**src/rtl/uart_frame_tx_if.sv**
```systemverilog
// Parallel-side request bus and serial status for uart_frame_tx.
interface uart_frame_tx_if #(
  parameter int unsigned DATA_WIDTH = 8,
  parameter int unsigned PRESCALE_W = 6
);
  logic [DATA_WIDTH-1:0] p_data;
  logic                  data_valid;
  logic                  par_en;
  logic                  par_typ;
  logic [PRESCALE_W-1:0] prescale;
  logic                  tx_out;
  logic                  busy;

  modport master (
    output p_data, data_valid, par_en, par_typ, prescale,
    input  tx_out, busy
  );

  modport slave (
    input  p_data, data_valid, par_en, par_typ, prescale,
    output tx_out, busy
  );
endinterface

```
**src/rtl/uart_frame_tx.sv**
```systemverilog
// UART frame transmitter: start, data (MSB first), optional parity, stop.
// Define UART_TX_LSB_FIRST_EN to send data bits LSB first instead.
module uart_frame_tx #(
  parameter int unsigned DATA_WIDTH = 8,
  parameter int unsigned PRESCALE_W = 6
) (
  input  logic          clk_i,
  input  logic          rst_n_i,
  uart_frame_tx_if.slave tx_if
);

  localparam int unsigned IDX_W = (DATA_WIDTH > 1) ? $clog2(DATA_WIDTH) : 1;

`ifdef UART_TX_LSB_FIRST_EN
  localparam logic [IDX_W-1:0] IDX_FIRST = '0;
  localparam logic [IDX_W-1:0] IDX_LAST  = IDX_W'(DATA_WIDTH - 1);
`else
  localparam logic [IDX_W-1:0] IDX_FIRST = IDX_W'(DATA_WIDTH - 1);
  localparam logic [IDX_W-1:0] IDX_LAST  = '0;
`endif

  typedef enum logic [2:0] {
    S_IDLE,
    S_START,
    S_DATA,
    S_PARITY,
    S_STOP
  } state_e;

  state_e                state_q, state_d;
  logic [DATA_WIDTH-1:0] data_q, data_d;
  logic                  par_en_q, par_en_d;
  logic                  par_typ_q, par_typ_d;
  logic [PRESCALE_W-1:0] presc_q, presc_d;
  logic [PRESCALE_W-1:0] cnt_q, cnt_d;
  logic [IDX_W-1:0]      idx_q, idx_d;
  logic                  tx_q, tx_d;
  logic                  busy_q, busy_d;

  logic                  bit_end;
  logic                  par_bit;
  logic [IDX_W-1:0]      idx_next;

  assign bit_end = (cnt_q == (presc_q - PRESCALE_W'(1)));
  assign par_bit = par_typ_q ? ~^data_q : ^data_q;
`ifdef UART_TX_LSB_FIRST_EN
  assign idx_next = idx_q + IDX_W'(1);
`else
  assign idx_next = idx_q - IDX_W'(1);
`endif

  always_ff @(posedge clk_i or negedge rst_n_i) begin
    if (!rst_n_i) begin
      state_q   <= S_IDLE;
      data_q    <= '0;
      par_en_q  <= 1'b0;
      par_typ_q <= 1'b0;
      presc_q   <= '0;
      cnt_q     <= '0;
      idx_q     <= '0;
      tx_q      <= 1'b1;
      busy_q    <= 1'b0;
    end else begin
      state_q   <= state_d;
      data_q    <= data_d;
      par_en_q  <= par_en_d;
      par_typ_q <= par_typ_d;
      presc_q   <= presc_d;
      cnt_q     <= cnt_d;
      idx_q     <= idx_d;
      tx_q      <= tx_d;
      busy_q    <= busy_d;
    end
  end

  // Line value for the next cycle is chosen at each bit boundary so tx_q is registered.
  always_comb begin
    state_d   = state_q;
    data_d    = data_q;
    par_en_d  = par_en_q;
    par_typ_d = par_typ_q;
    presc_d   = presc_q;
    cnt_d     = cnt_q;
    idx_d     = idx_q;
    tx_d      = tx_q;
    busy_d    = busy_q;

    if (state_q != S_IDLE) begin
      cnt_d = bit_end ? '0 : cnt_q + PRESCALE_W'(1);
    end

    case (state_q)
      S_IDLE: begin
        tx_d   = 1'b1;
        busy_d = 1'b0;
        if (tx_if.data_valid) begin
          data_d    = tx_if.p_data;
          par_en_d  = tx_if.par_en;
          par_typ_d = tx_if.par_typ;
          presc_d   = (tx_if.prescale == '0) ? PRESCALE_W'(1) : tx_if.prescale;
          cnt_d     = '0;
          idx_d     = '0;
          state_d   = S_START;
          tx_d      = 1'b0;
          busy_d    = 1'b1;
        end
      end
      S_START: begin
        if (bit_end) begin
          state_d = S_DATA;
          idx_d   = IDX_FIRST;
          tx_d    = data_q[IDX_FIRST];
        end
      end
      S_DATA: begin
        if (bit_end) begin
          if (idx_q == IDX_LAST) begin
            if (par_en_q) begin
              state_d = S_PARITY;
              tx_d    = par_bit;
            end else begin
              state_d = S_STOP;
              tx_d    = 1'b1;
            end
          end else begin
            idx_d = idx_next;
            tx_d  = data_q[idx_next];
          end
        end
      end
      S_PARITY: begin
        if (bit_end) begin
          state_d = S_STOP;
          tx_d    = 1'b1;
        end
      end
      S_STOP: begin
        if (bit_end) begin
          state_d = S_IDLE;
          tx_d    = 1'b1;
          busy_d  = 1'b0;
        end
      end
      default: begin
        state_d = S_IDLE;
        tx_d    = 1'b1;
        busy_d  = 1'b0;
      end
    endcase
  end

  assign tx_if.tx_out = tx_q;
  assign tx_if.busy   = busy_q;

endmodule

```
**src/flat_wrapper.sv**
```systemverilog
// flat-port wrapper written by rule: the top's interface ports become plain ports
module uart_frame_tx_flat 
#(
  parameter int unsigned DATA_WIDTH = 8,
  parameter int unsigned PRESCALE_W = 6
)
  (clk_i, rst_n_i, tx_if_p_data, tx_if_data_valid, tx_if_par_en, tx_if_par_typ, tx_if_prescale, tx_if_tx_out, tx_if_busy);
  uart_frame_tx_if #(.DATA_WIDTH(DATA_WIDTH), .PRESCALE_W(PRESCALE_W)) tx_if_i ();
  input  logic clk_i;
  input  logic rst_n_i;
  input wire logic [$bits(tx_if_i.p_data)-1:0] tx_if_p_data;
  input wire logic [$bits(tx_if_i.data_valid)-1:0] tx_if_data_valid;
  input wire logic [$bits(tx_if_i.par_en)-1:0] tx_if_par_en;
  input wire logic [$bits(tx_if_i.par_typ)-1:0] tx_if_par_typ;
  input wire logic [$bits(tx_if_i.prescale)-1:0] tx_if_prescale;
  output wire logic [$bits(tx_if_i.tx_out)-1:0] tx_if_tx_out;
  output wire logic [$bits(tx_if_i.busy)-1:0] tx_if_busy;
  assign tx_if_i.p_data = tx_if_p_data;
  assign tx_if_i.data_valid = tx_if_data_valid;
  assign tx_if_i.par_en = tx_if_par_en;
  assign tx_if_i.par_typ = tx_if_par_typ;
  assign tx_if_i.prescale = tx_if_prescale;
  assign tx_if_tx_out = tx_if_i.tx_out;
  assign tx_if_busy = tx_if_i.busy;
  uart_frame_tx #(.DATA_WIDTH(DATA_WIDTH), .PRESCALE_W(PRESCALE_W)) u_core (.clk_i(clk_i), .rst_n_i(rst_n_i), .tx_if(tx_if_i));
endmodule
```
**config.mk**
```make
export PLATFORM = sky130hd
export DESIGN_NAME = uart_frame_tx_flat
export DESIGN_NICKNAME = d
export VERILOG_FILES = /design/src/rtl/uart_frame_tx_if.sv /design/src/rtl/uart_frame_tx.sv /design/src/flat_wrapper.sv
export SDC_FILE = /design/constraint.sdc
export NUM_CORES = 1
export LEC_CHECK = 0
export CAP_MARGIN = 20
export CORE_ASPECT_RATIO = 1.4
export CORE_MARGIN = 4
export CORE_UTILIZATION = 50
export CTS_CLUSTER_DIAMETER = 30
export CTS_CLUSTER_SIZE = 28
export DETAILED_ROUTE_END_ITERATION = 6
export GPL_TIMING_DRIVEN = 0
export PLACE_DENSITY = 0.76
export SLEW_MARGIN = 20
export SYNTH_ARGS = -nofsm -noshare
export SYNTH_HDL_FRONTEND = slang
export SYNTH_SLANG_ARGS = --single-unit
```
**constraint.sdc**
```tcl
create_clock -name clk_i -period 2.3 [get_ports clk_i]
set_clock_uncertainty 0.05 [all_clocks]
set_input_delay 0.345 -clock clk_i [delete_from_list [all_inputs] [get_ports clk_i]]
set_output_delay 0.345 -clock clk_i [all_outputs]
set_load 0.02 [all_outputs]
```
== Word level (Yosys, flattened, before mapping) ==
Index checks and enable logic that the tools add are counted.
W data, S select, Z words.
Storage, ports and cells
  register bits: 30
  bits in latches: 0
  RAM bits: 0
  memory bits (read-only): 0
  bits of input ports: 19
  output and inout port bits: 2
  logic and storage cells: 72
  memories kept: 0
Cells by class
  $add $sub $neg: 3
  multipliers: 0
  divide/modulo/power cells: 0
  $lt $le $gt $ge: 1
  equality and inequality tests: 13
  shift operators: 0
  muxes and demuxes: 31
  bitwise gates (word level): 1
  reductions and logical operators: 14
Operators by type and width (number)
  $mux W3: 11
  $mux W6: 5
  $pmux W3 S5: 1
  $ne A2 B1 Y1 const B: 6
  $mux W1: 10
  $pmux W3 S3: 1
  $reduce_xnor A8 Y1: 1
  $reduce_xor A8 Y1: 1
  $add A6 B1 Y6 const B: 1
  $eq A3 B2 Y1 const B: 2
  $eq A6 B6 Y1: 1
  $logic_not A3 Y1: 2
  $logic_not A6 Y1: 1
  $reduce_and A6 Y1: 1
  $reduce_bool A3 Y1: 2
  $sub A6 B1 Y6 const B: 1
  $reduce_and A5 Y1: 1
  $lt A3 B4 Y1 const B: 1
  $ne A2 B2 Y1 const B: 2
  $pmux W1 S4: 1
  $reduce_and A2 Y1: 2
  $bmux W1 S3: 1
  $eq A3 B1 Y1 const B: 1
  $eq A3 B3 Y1 const B: 1
  6 further kinds: 6

== Longest topological paths before layout ==
  depth after elaboration: 6
  depth in mapped cells: 9
  gate-level depth less buffers: 8

== Least setup slack after synthesis ==
Ideal clock, no wire load.
  kind: register to register
  start: reg u_core.presc_q[0]
  end: reg u_core.idx_q[1]
  library setup time: 0.125 ns
  arrival time: 2.100 ns
  data required time: 2.125 ns
  slack: 0.025 ns
  stages on the path, launching flop included: 8
  buffers on the path: 1
  clock period less this slack: 2.275 ns
  cell sequence: dfrtp_1 -> or4_4 -> o21a_1 -> nor4_2 -> and2_1 -> buf_6 -> o21ai_4 -> mux2_4
On the way
  longest elaborated chain between the ends: 4
  elaborated cells between the ends (all ways): 5
  those cells by class: 1 x add/sub; 3 x eq/ne; 1 x reduce/logical
Ends and longest elaborated chain
  from (decl): RTL line uart_frame_tx.sv:34  | logic [PRESCALE_W-1:0] presc_q, presc_d;
  from (signal assigned): RTL line uart_frame_tx.sv:68  | presc_q <= presc_d;
  $sub A6 B1 Y6 *: RTL line uart_frame_tx.sv:44  | assign bit_end = (cnt_q == (presc_q - PRESCALE_W'(1)));
  $eq A6 B6 Y1 *: RTL line uart_frame_tx.sv:44
  $ne A2 B1 Y1 (no line)
  $reduce_and A5 Y1 (no line) *
  to (signal assigned): RTL line uart_frame_tx.sv:70  | idx_q <= idx_d;
  to (decl): RTL line uart_frame_tx.sv:36  | logic [IDX_W-1:0] idx_q, idx_d;
Every way passes the cells marked *; elsewhere a longest branch is shown, timed or not.
A chain may end at the register's enable or synchronous reset.

== Final worst setup path ==
Same ends and word-level chain as after synthesis.

==> flow_summary.yaml <==
logic_synthesis:
  ys_types: 51
  netlist_area_sq_um: 1750
  synthesis.nets: 186
  synthArstFlopShare_pct: 100
  synth_fa_ha_area_share_pct: 2.86
  synth_top_area_share_pct: 41.4
  synth_warnings: 0
  synth_compound_area_share_pct: 15.3
  syn_avg_cell_area_sq_um: 10.7
  synth_edf_count: 0
  synth_seq_area_share_pct: 42.9
  synth_common_cells: "29 x dfrtp_1, 15 x mux2_2, 12 x nor2_1"
  synth_area_leader_cell: "dfrtp_1"
  synth_most_common_cell: "dfrtp_1"
  yosys_register_bits: 30
  synthXorXnorAreaFrac_pct: 8.00
  syn_inst: 163
  ys.flop_type: "dfrtp_1"
  synth_top_family_by_area: "compound AO/OA/AOI/OAI gates"
  synth-simple-area-share_pct: 13.8
  yosys-top-cells-area: "dfrtp_1 41%, mux2_2 9.6%, xnor2_1 5.0%"
  synthMuxAreaShare_pct: 13.6
clocking:
  cts_tree: "built"
  cts_buffer_depth: 2
  cts_made_buffers: 5
  hold_buffers: 0
  clk_pin_slew_ns: 0.07
  htree_levels: 2
  clk_latency_ns: 0.28
  cts_sinks: 30
  cts_setup_buffers: 0
  clock-root-buffer: "clkbuf_8"
route:
  first_iter_violations: 32
  first_pass_iters: 4
  routedWlPerCell_um: 16.0
  route.detailed.drc: 0
  postRouteWirelength_um: 3700
  vias: 1358
  ant_nets: 0
  routed_via_density: 5.88
sta:
  period_needed_ns: 2.28
  relSlewSlack_pct: 55.7
  setup_ws_ns: 0.0205
  fmax_mhz: 439
  hold_viol: 0
  finalCritPeriodShare_pct: 99.1
  rsz0062_at_grt: "true"
  setup_violations: 0
  tightest_slew_ns: 0.665
  slew_viol_final: 0
final_layout:
  finalNonFillerCells: 231
  n_antenna_cell: 0
  fin_area_sq_um: 2130
  drive_above_1_share_pct: 21.5
  final_util_pct: 63.1
  syn2layout_area_growth_pct: 21.6
  final_nets: 213
worst_hold_path:
  holdCritPathClass: "in2async"
setup_path:
  crit_type: "reg2reg"
  cp-start-kind: "flop"
  crit_chain: "or4_4, nor3_1, nor4_4, and2_4, buf_6, o21ai_4, mux2_4"
  cpMaxStageDelayCell: "or4_4"
  crit_fanout: 5
  worst_setup_path_end_kind: "flop"
  arrival_ns: 2.40
  critPathMaxStageDelay_ns: 0.53
  required_ns: 2.42
placement:
  place.gp.congestion: 0.804
  numPlacedInstances: 223
  placed_area_sq_um: 2000
  place_ws_ns: -0.0992
  dp_hpwl_um: 2770
  port_buffers: 20
global_route:
  antenna_found_initial: 0
  grtUsageTotal_pct: 17.8
  gr-total-overflow: 0
  grt_start_max_net_pins: 31
  grt_pass1_wl_um: 6200
  grt_pass1_vias: 1387
power:
  p_leak_nw: 0.889
  p_per_area_nw_per_um2: 1480
  vdd_drop_max_v: 0.000798
  totalPowerFinal_mw: 3.16
floorplan:
  die_width_um: 58.0
  die_h_um: 78.0
  ios: 21
  coreArea_sq_um: 3380
  fp.dieArea_sq_um: 4530
  rows: 25
  initial_core_util_pct: 51.9
run:
  drv_cap: 0
outcome:
  outcome: "finished, final reports clean"
## per-layer routing
metal | part of all wire [%] | global-route usage (%) | vias up
met5 | 0 | 0 | -
met4 | 2.3 | 7.89 | 0
met3 | 4.1 | 4.28 | 7
met2 | 54 | 32.0 | 30
met1 | 40 | 19.0 | 676
li1 | - | - | 645
## final timing paths
check	start	end	slack (ns)	cells after the start
setup / recovery	u_core.presc_q[0]$_DFFE_PN0P_	u_core.idx_q[1]$_DFFE_PN0P_	0.02	7
hold reg to reg	u_core.tx_if.tx_out$_DFFE_PN1P_	u_core.tx_if.tx_out$_DFFE_PN1P_	0.44	2
max in group asynchronous	rst_n_i	u_core.cnt_q[3]$_DFF_PN0_	1.72	1
setup reg to reg	u_core.presc_q[0]$_DFFE_PN0P_	u_core.idx_q[1]$_DFFE_PN0P_	0.02	7
hold / removal	rst_n_i	u_core.tx_if.busy$_DFFE_PN0P_	0.04	1
min in group clk_i	u_core.tx_if.tx_out$_DFFE_PN1P_	u_core.tx_if.tx_out$_DFFE_PN1P_	0.44	2
## sequential cells by signal, indices dropped and copies added, names as in the netlist
| signal | cells |
|---|---|
| u_core.par_en_q | 1 |
| u_core.state_q | 3 |
| u_core.presc_q | 6 |
| u_core.tx_if.tx_out | 1 |
| u_core.cnt_q | 6 |
| u_core.par_typ_q | 1 |
| u_core.idx_q | 3 |
| u_core.tx_if.busy | 1 |
| u_core.data_q | 8 |
## cell usage in the layout, fill, tap and decap left out, types with 4 or more instances in the layout
cell type        Yosys  layout
mux2_2              15      15
o21ai_0              4       4
clkbuf_8             0       5
dfrtp_1             29      29
nor2_1              12      12
inv_1                7       7
nand2_1              8       8
xor2_1               6       6
a21oi_1              6       6
clkdlybuf4s50_1      0      19
nand2b_1             6       6
nand3_1              4       4
xnor2_1             10      10
## critical path, delay by kind of cell, from the launching register on
| family | cells | cell delay, ns |
|---|---|---|
| and+or+nand+nor | 4 | 1.09 |
| AOI/OAI and AO/OA | 1 | 0.18 |
| DFF | 1 | 0.42 |
| buffers and inverters | 1 | 0.13 |
| muxes | 1 | 0.31 |
## layout make-up
cell class              instances  area [sq um]
repair buffers                 21           200
fillers                       274          1250
plain buffers                   5          31.3
well taps                      40          50.0
flip-flops and latches         30           752
inverters                       7          26.3
multi-input cells             120           962
clock buffers                   5          68.8
clock inverters                 3          40.0
## stage by stage
stage               hold slack [ns]  TNS (ns)
global route                 0.0959   -0.0840
global placement              0.445    -0.230
finish                       0.0375         0
detailed placement            0.370    -0.553
CTS                          0.0629         0
floorplan                 -0.000591         0
## repair_timing
item | CTS | global route
pin swaps | 1 | 1
gates cloned | 0 | 1
endpoints found under the setup margin | 10 | 5
resized for setup | 1 | 2
## where the power goes
part / leakage [nW] / switching (mW) / internal (mW) / total [mW]
sequential: 0.360 / 0.276 / 0.785 / 1.06
clock: 0.0579 / 0.203 / 0.318 / 0.522
combinational: 0.470 / 0.734 / 0.838 / 1.57
## kinds of logic (layout without fill, tap and decap cells)
logic type	after synthesis	after routing
AND/OR/NAND/NOR	45	45
adder cells (fa/ha/maj)	4	4
XOR/XNOR	16	16
flip-flops	30	30
buffers and inverters	13	41
multiplexers	19	19
AO/OA/AOI/OAI	36	36
No activity file was read; power rests on OpenSTA's default activity.
